File: src/rtl/cg_ctrl_pkg.sv
// rtl/cg_ctrl_pkg.sv - shared types and helpers for the clock gate enable sequencer
package cg_ctrl_pkg;

    typedef enum logic [1:0] {
        ST_OFF  = 2'd0,
        ST_WAKE = 2'd1,
        ST_ON   = 2'd2,
        ST_IDLE = 2'd3
    } cg_state_e;

    // One counter serves both the wake latency and the idle timeout.
    function automatic int cnt_width(input int wake_cycles, input int idle_cycles);
        int m;
        m = (wake_cycles > idle_cycles) ? wake_cycles : idle_cycles;
        return (m < 1) ? 1 : $clog2(m + 1);
    endfunction

endpackage

File: src/rtl/cg_channel_fsm.sv
// rtl/cg_channel_fsm.sv - one channel's gate enable FSM with wake/idle counter
module cg_channel_fsm
    import cg_ctrl_pkg::*;
#(
    parameter int WAKE_CYCLES = 2,
    parameter int IDLE_CYCLES = 16
) (
    input  logic clk_i,
    input  logic rst_i,
    input  logic busy_i,
    input  logic wake_req_i,
    input  logic force_on_i,
    output logic en_o,
    output logic ack_o,
    output logic is_off_o
);

    localparam int CNT_W = cnt_width(WAKE_CYCLES, IDLE_CYCLES);
    localparam logic [CNT_W-1:0] WAKE_LAST = CNT_W'(WAKE_CYCLES - 1);
    localparam logic [CNT_W-1:0] IDLE_LAST = CNT_W'(IDLE_CYCLES - 1);

    cg_state_e        state_q;
    logic [CNT_W-1:0] cnt_q;
    logic             active;

    assign active = busy_i | wake_req_i | force_on_i;

    always_ff @(posedge clk_i) begin
        if (rst_i) begin
            state_q <= ST_OFF;
            cnt_q   <= '0;
        end else begin
            unique case (state_q)
                ST_OFF: begin
                    // Busy alone never wakes: the requester must ask first.
                    if (wake_req_i | force_on_i) begin
                        state_q <= ST_WAKE;
                        cnt_q   <= '0;
                    end
                end
                ST_WAKE: begin
                    if (cnt_q == WAKE_LAST) begin
                        state_q <= ST_ON;
                    end else begin
                        cnt_q <= cnt_q + 1'b1;
                    end
                end
                ST_ON: begin
                    if (!active) begin
                        state_q <= ST_IDLE;
                        cnt_q   <= '0;
                    end
                end
                ST_IDLE: begin
                    // Clock is still running, so activity returns straight to ON.
                    if (active) begin
                        state_q <= ST_ON;
                    end else if (cnt_q == IDLE_LAST) begin
                        state_q <= ST_OFF;
                    end else begin
                        cnt_q <= cnt_q + 1'b1;
                    end
                end
                default: begin
                    state_q <= ST_OFF;
                    cnt_q   <= '0;
                end
            endcase
        end
    end

    assign en_o     = (state_q != ST_OFF);
    assign ack_o    = (state_q == ST_ON) & wake_req_i;
    assign is_off_o = (state_q == ST_OFF);

endmodule

File: src/rtl/clock_gate_ctrl.sv
// rtl/clock_gate_ctrl.sv - per-channel clock gate enable sequencer, always-on domain
module clock_gate_ctrl
    import cg_ctrl_pkg::*;
#(
    parameter int N_CH        = 4,
    parameter int WAKE_CYCLES = 2,
    parameter int IDLE_CYCLES = 16
) (
    input  logic            CLK_I,
    input  logic            RST_I,
    input  logic [N_CH-1:0] BUSY_I,
    input  logic [N_CH-1:0] WAKE_REQ_I,
    input  logic [N_CH-1:0] FORCE_ON_I,
    output logic [N_CH-1:0] EN_O,
    output logic [N_CH-1:0] WAKE_ACK_O,
    output logic            ALL_OFF_O
);

    logic [N_CH-1:0] is_off;

    for (genvar g = 0; g < N_CH; g++) begin : g_ch
        cg_channel_fsm #(
            .WAKE_CYCLES (WAKE_CYCLES),
            .IDLE_CYCLES (IDLE_CYCLES)
        ) u_fsm (
            .clk_i      (CLK_I),
            .rst_i      (RST_I),
            .busy_i     (BUSY_I[g]),
            .wake_req_i (WAKE_REQ_I[g]),
            .force_on_i (FORCE_ON_I[g]),
            .en_o       (EN_O[g]),
            .ack_o      (WAKE_ACK_O[g]),
            .is_off_o   (is_off[g])
        );
    end

    assign ALL_OFF_O = &is_off;

endmodule

File: config.mk
export PLATFORM = sky130hd
export DESIGN_NAME = clock_gate_ctrl
export DESIGN_NICKNAME = d
export VERILOG_FILES = /design/src/rtl/cg_ctrl_pkg.sv /design/src/rtl/cg_channel_fsm.sv /design/src/rtl/clock_gate_ctrl.sv
export SDC_FILE = /design/constraint.sdc
export NUM_CORES = 1
export LEC_CHECK = 0
export ABC_CLOCK_PERIOD_IN_PS = 2500
export BUFFER_PORTS_ARGS = -buffer_cell sky130_fd_sc_hd__buf_2
export CAP_MARGIN = 20
export CELL_PAD_IN_SITES_DETAIL_PLACEMENT = 2
export CELL_PAD_IN_SITES_GLOBAL_PLACEMENT = 2
export CORE_MARGIN = 2
export CORE_UTILIZATION = 37
export CTS_CLUSTER_DIAMETER = 40
export DETAILED_ROUTE_END_ITERATION = 12
export PLACE_DENSITY_LB_ADDON = 0.1
export SLEW_MARGIN = 0
export SYNTH_ARGS = -nofsm -noshare
export SYNTH_HDL_FRONTEND = slang
export SYNTH_SLANG_ARGS = --single-unit
File: constraint.sdc
create_clock -name CLK_I -period 2.5 [get_ports CLK_I]
set_input_delay 0.5 -clock CLK_I [delete_from_list [all_inputs] [get_ports CLK_I]]
set_output_delay 0.5 -clock CLK_I [all_outputs]
set_load 0.01 [all_outputs]
Word-level counts from Yosys, hierarchy flattened
Cells that the tools add are included.
{"block": "totals", "register_bits": 28, "latch_bits": 0, "mem_bits_rw": 0, "romBits": 0, "inputBits": 14, "mem_count": 0}
{"block": "op_classes", "n_addsub": 4, "mul": 0, "n_div": 0, "magnitude_cmp": 0, "eq_ne": 48, "n_shift": 0, "mux": 48, "bitwise_logic": 16, "reduce_logical": 17}
{"op": "5-bit two-way mux", "count": 20}
{"op": "5-bit case mux with 4 select lines", "count": 4}
{"op": "2-bit two-way mux", "count": 20}
{"op": "2-bit != test, second input constant", "count": 20}
{"op": "2-bit case mux with 4 select lines", "count": 4}
{"op": "5-bit by 1-bit adder with 5-bit output, second input constant", "count": 4}
{"op": "5-bit by 1-bit equality test with 1-bit output, second input constant", "count": 4}
{"op": "5-bit by 4-bit equality test with 1-bit output, second input constant", "count": 4}
{"op": "4-bit AND reduction", "count": 5}
{"op": "5-bit AND reduction", "count": 4}
{"op": "2-bit equality test, second input constant", "count": 8}
{"op": "3-bit by 1-bit != test with 1-bit output, second input constant", "count": 4}
{"op": "1-bit OR", "count": 12}
{"op": "2-bit by 1-bit equality test with 1-bit output, second input constant", "count": 4}
{"op": "2-bit zero test", "count": 4}
{"op": "2-bit by 1-bit != test with 1-bit output, second input constant", "count": 4}
{"op": "2-bit nonzero test", "count": 4}
{"op": "1-bit AND", "count": 4}

Depth between registers and ports, before layout
{"block": "depth", "ltp_word": 4, "depth_mapped": 6, "mapped_depth_nobuf": 6}

Modules after synthesis
Synthesis repeated with hierarchy kept, for this count alone.
{"block": "hier_totals", "hier_cells": 189, "hier_area_um2": 1737.9}
{"module": "cg_channel_fsm at g_ch[0].u_fsm ...", "instances": 3, "cells_each": 47, "area_each_um2": 430.4, "seq_area_each_um2": 140.1}
{"module": "cg_channel_fsm at g_ch[3].u_fsm", "instances": 1, "cells_each": 47, "area_each_um2": 437.9, "seq_area_each_um2": 140.1}
{"module": "clock_gate_ctrl", "instances": 1, "cells_each": 1, "area_each_um2": 8.8, "seq_area_each_um2": 0.0}

Worst setup path before layout
Ideal clock, no wire load.
{"block": "synth_timing", "path_type": "input -> register", "from": "input WAKE_REQ_I[3]", "to": "register g_ch[3].u_fsm.cnt_q[1]", "setup_time_ns": 0.067, "arrival_time_ns": 1.741, "required_ns": 2.433, "slack_ns": 0.691, "stages": 4, "path_buffers": 0, "cell_sequence": "or4b_4 > o32a_2 > or3_1 > a21oi_2"}
{"block": "synth_between", "elab_chain_len": 4}
{"element": "start, declared", "line_no": "clock_gate_ctrl.sv:12", "source": "input logic [N_CH-1:0] WAKE_REQ_I,"}
{"element": "1-bit OR (2 in a row)", "line_no": "cg_channel_fsm.sv:26", "source": "assign active = busy_i | wake_req_i | force_on_i;"}
{"element": "2-bit != test (no line)"}
{"element": "5-bit AND reduction (no line) *"}
{"element": "end signal, assigned", "line_no": "cg_channel_fsm.sv:45", "source": "cnt_q <= cnt_q + 1'b1;"}
{"element": "end signal, assigned", "line_no": "cg_channel_fsm.sv:61", "source": "cnt_q <= cnt_q + 1'b1;"}
{"element": "end, declared", "line_no": "cg_channel_fsm.sv:23", "source": "logic [CNT_W-1:0] cnt_q;"}
Mark *: on every way between the ends. The rest lies on a longest branch, timed or not.
A chain may end at the register's enable or synchronous reset.

Worst setup path in the final report
{"block": "layout_timing", "from": "register g_ch[0].u_fsm.state_q[0]", "to": "output ALL_OFF_O"}
{"block": "layout_between", "elab_chain_len": 2}
{"element": "start, declared", "line_no": "cg_channel_fsm.sv:22", "source": "cg_state_e state_q;"}
{"element": "start signal, assigned", "line_no": "cg_channel_fsm.sv:30", "source": "state_q <= ST_OFF;"}
{"element": "start signal, assigned", "line_no": "cg_channel_fsm.sv:37", "source": "state_q <= ST_WAKE;"}
{"element": "start signal, assigned", "line_no": "cg_channel_fsm.sv:43", "source": "state_q <= ST_ON;"}
{"element": "2-bit zero test", "line_no": "cg_channel_fsm.sv:74", "source": "assign is_off_o = (state_q == ST_OFF);"}
{"element": "4-bit AND reduction", "line_no": "clock_gate_ctrl.sv:37", "source": "assign ALL_OFF_O = &is_off;"}
{"element": "end, declared", "line_no": "clock_gate_ctrl.sv:16", "source": "output logic ALL_OFF_O"}
No other way between the ends.

==> results.md <==
- First-pass GRT wire length: approximately 8000 microns
- R2R setup slack: 0.64 ns
- Core Area: 4414 sq um
- Crit path to: ALL_OFF_O
- Max Clk Rate: 492.4 MHz
- Critical-path cell list: or2_2, nor4_1, buf_2
- Synth Instances: 202
- Flops & latches, synth: 28
- Lkg Pwr: 0.7420 nW
- Worst-Margin Slew: 0.6666 ns
- Met1 Track Usage GR: 25.72%
- PD cells: between 600 and 700 nW/um^2
- Syn-to-layout area delta: 10.13%
- Ports: 23
- Worst reg2reg endpoint: g_ch[0].u_fsm.cnt_q[0]
- Avg Synthesized Cell Area: 8.560 sq um
- Clock Latency Late Sink: 0.27 ns
- Post-CTS Resized: 0
- Vias per cell: 5.791
- Crit Path Category: flop to output port
- Post-CTS Setup Bufs: 0
- Busiest layer in global routing: met2
- Total gr overflow: 0
- Slew Viols, Final: 0
- Global Route met3 Usage: 2.083%
- CP startpoint: g_ch[0].u_fsm.state_q[0]
- Sink Count: 28
- Grt met2 use: 33.94%
- Crit share post-route: 81.24%
- Final ANT Viol Nets: 0
- Die X: 72.36 microns
- YS warnings: 0
- Vias in the first global route: 1,678
- Sequential fraction of the synthesis area: approximately a third
- Final TNS setup: 0 ns
- Worst path bufs/invs: 1
- Worst Setup End Kind: output port
- Share of cells above drive strength 1: 20.83%
- NumNets Final: 243
- Required @ worst endpoint: around 2 ns
- CP delay by family, top: simple AND/OR/NAND/NOR gates
- Clk slew on worst S/H paths: about 0.1 ns
- Final hold vios: 0
- RD Place Congestion: 0.8246
- Filler cells: 501
- Row cnt: 24
- Post-DP HPWL: 3624 microns
- Iteration-0 DRC Markers: 70
- Crit path time final: 2.031 ns
- Syn Nets: 228
- ANT cells: 0
- Initial Util: 39.17%
- Setup violations, final: 0
- Port Buf Inserts: 22
- Peak VDD IR: about 0.21 mV
- Synth unique cells: 47
- CTS max path bufs: 2
- Htree depth: 1
- DR WL/cell: 17.46 microns
- Synthesized area: 1729 sq um
- Routed vias: 1,552
- Cts hold-fix bufs: 0
- Fin util: between 40% and 50%
- Initial antenna violation count: 0
- Type of the tightest min-delay check: flop to flop
- Die ar.: 5236 sq um
- Worst reg-to-reg path cell count: 5
- Worst Clk Skew: approximately 0.0044 ns
- Max Cap Viol: 0
- EDFF count, synth: 0
- CP peak stage delay: 0.46 ns
- Die Ht: 72.36 microns
- CP Depth: 3
- TritonCTS clock tree: yes
- Reg-to-Reg Start: g_ch[0].u_fsm.cnt_q[0]
- Total CTS buffers: 3
- Largest net degree at the start of global routing: 28
- Critical-path top delay cell: dfxtp_1
- FFs w/ async S/R, synth: 0%
- Arr. time, crit path: 1.53 ns
- Clock root cell: clkbuf_8
- Crit path max fanout: 13
- Number of remaining DRC errors: 0
- Slew margin rel.: 54.94%
- Startpoint Class: flop
- Outcome: finished, final reports clean
- TritonRoute pass-1 iters: 4
- RSZ-0062 raised after global routing: no
- Main synth FF type: dfxtp_1
- Final wirelength: ~4700 microns
- Global-route usage over all layers: 19.36%
[synth_stat cells (4+ instances only)]
master	instances	share of area [%]
dfxtp_1	28	32
and3_1	6	2.2
clkbuf_1	5	1.1
nand2b_1	4	1.4
ha_1	12	8.7
o22ai_1	8	2.9
o21bai_1	4	1.7
nand3_1	13	3.8
or2_2	4	1.4
inv_1	12	2.6
nand3b_1	5	2.2
buf_4	8	3.5
a21oi_1	14	4.1
o41ai_1	4	2.0
nor2_1	12	2.6
nand2_1	11	2.4
[metal layers]
layer	share of wire, %	vias up
met4	0.56	0
met5	0	-
li1	-	775
met2	50	18
met1	47	757
met3	2.5	2
[state kept, by name, indices dropped and copies added (netlist names)]
name / cells
g_ch.u_fsm.cnt_q: 20
g_ch.u_fsm.state_q: 8
[area by class of cell]
cell class                      instances  area [sq um]  share of cell area [%]
Clock inverter                          1         30.03                   1.577
Tap cell                               52         65.06                   3.417
Clock buffer                            3         41.29                   2.168
Sequential cell                        28         560.5                   29.43
Multi-Input combinational cell        148          1041                   54.66
Timing Repair Buffer                   23         117.6                   6.176
Inverter                               13         48.80                   2.562
[worst register-to-register path, stage by stage (launching register included)]
cell     delay [ns]
dfxtp_1        0.43
ha_1           0.17
nor4b_1        0.55
o22a_1         0.39
nand3_1        0.12
a21oi_1        0.14
[power breakdown]
group	internal [mW]	total (mW)	leakage [nW]	switching [mW]
Sequential	0.476	0.527	0.228	0.0511
Clock	0.214	0.360	0.0357	0.146
Combinational	0.124	0.307	0.479	0.182
Total	0.815	1.19	0.742	0.379
[kinds of logic (layout without fill, tap and decap cells)]
group	after synthesis	count (layout)	synth area share (%)
AO/OA/AOI/OAI	55	55	23.01
AND/OR/NAND/NOR	81	81	28.51
buffers and inverters	26	40	7.380
flip-flops	28	28	32.42
adder cells (fa/ha/maj)	12	12	8.683
[how the worst min path moves through the flow]
stage	slack, ns	to	from	cells past startpoint
final	0.51	g_ch[3].u_fsm.cnt_q[4]	g_ch[3].u_fsm.cnt_q[4]	2
after global routing	0.54	g_ch[0].u_fsm.cnt_q[4]	g_ch[0].u_fsm.cnt_q[4]	2
after global placement	0.48	g_ch[0].u_fsm.cnt_q[4]	g_ch[0].u_fsm.cnt_q[4]	2
after detailed placement	0.49	g_ch[3].u_fsm.cnt_q[4]	g_ch[3].u_fsm.cnt_q[4]	2
after CTS	0.51	g_ch[3].u_fsm.cnt_q[4]	g_ch[3].u_fsm.cnt_q[4]	2
after floorplan	0.46	g_ch[2].u_fsm.cnt_q[0]	g_ch[2].u_fsm.cnt_q[0]	1
[layout by cell type (no fill, tap or decap), types with 5 or more instances in the layout]
master,count
dfxtp_1,28
buf_2,22
a21oi_1,14
nand3_1,13
inv_1,12
nor2_1,12
ha_1,12
nand2_1,11
o22ai_1,8
and3_1,6
nand3b_1,5
[through the flow]
step / hold slack, ns / setup slack [ns] / power (mW) / instance area [sq um] / std cells
after floorplan: 0.4566 / 0.6911 / 0.7588 / 1729 / 202
after global placement: 0.4767 / 0.5335 / 0.8213 / 1833 / 264
after detailed placement: 0.4944 / 0.4698 / 0.8463 / 1833 / 264
after CTS: 0.5087 / 0.4695 / 1.209 / 1904 / 268
after global routing: 0.5410 / 0.3362 / 1.275 / 1904 / 268
final: 0.5064 / 0.4690 / 1.194 / 1904 / 268
Note: power is estimated with default switching activity, not from simulation.
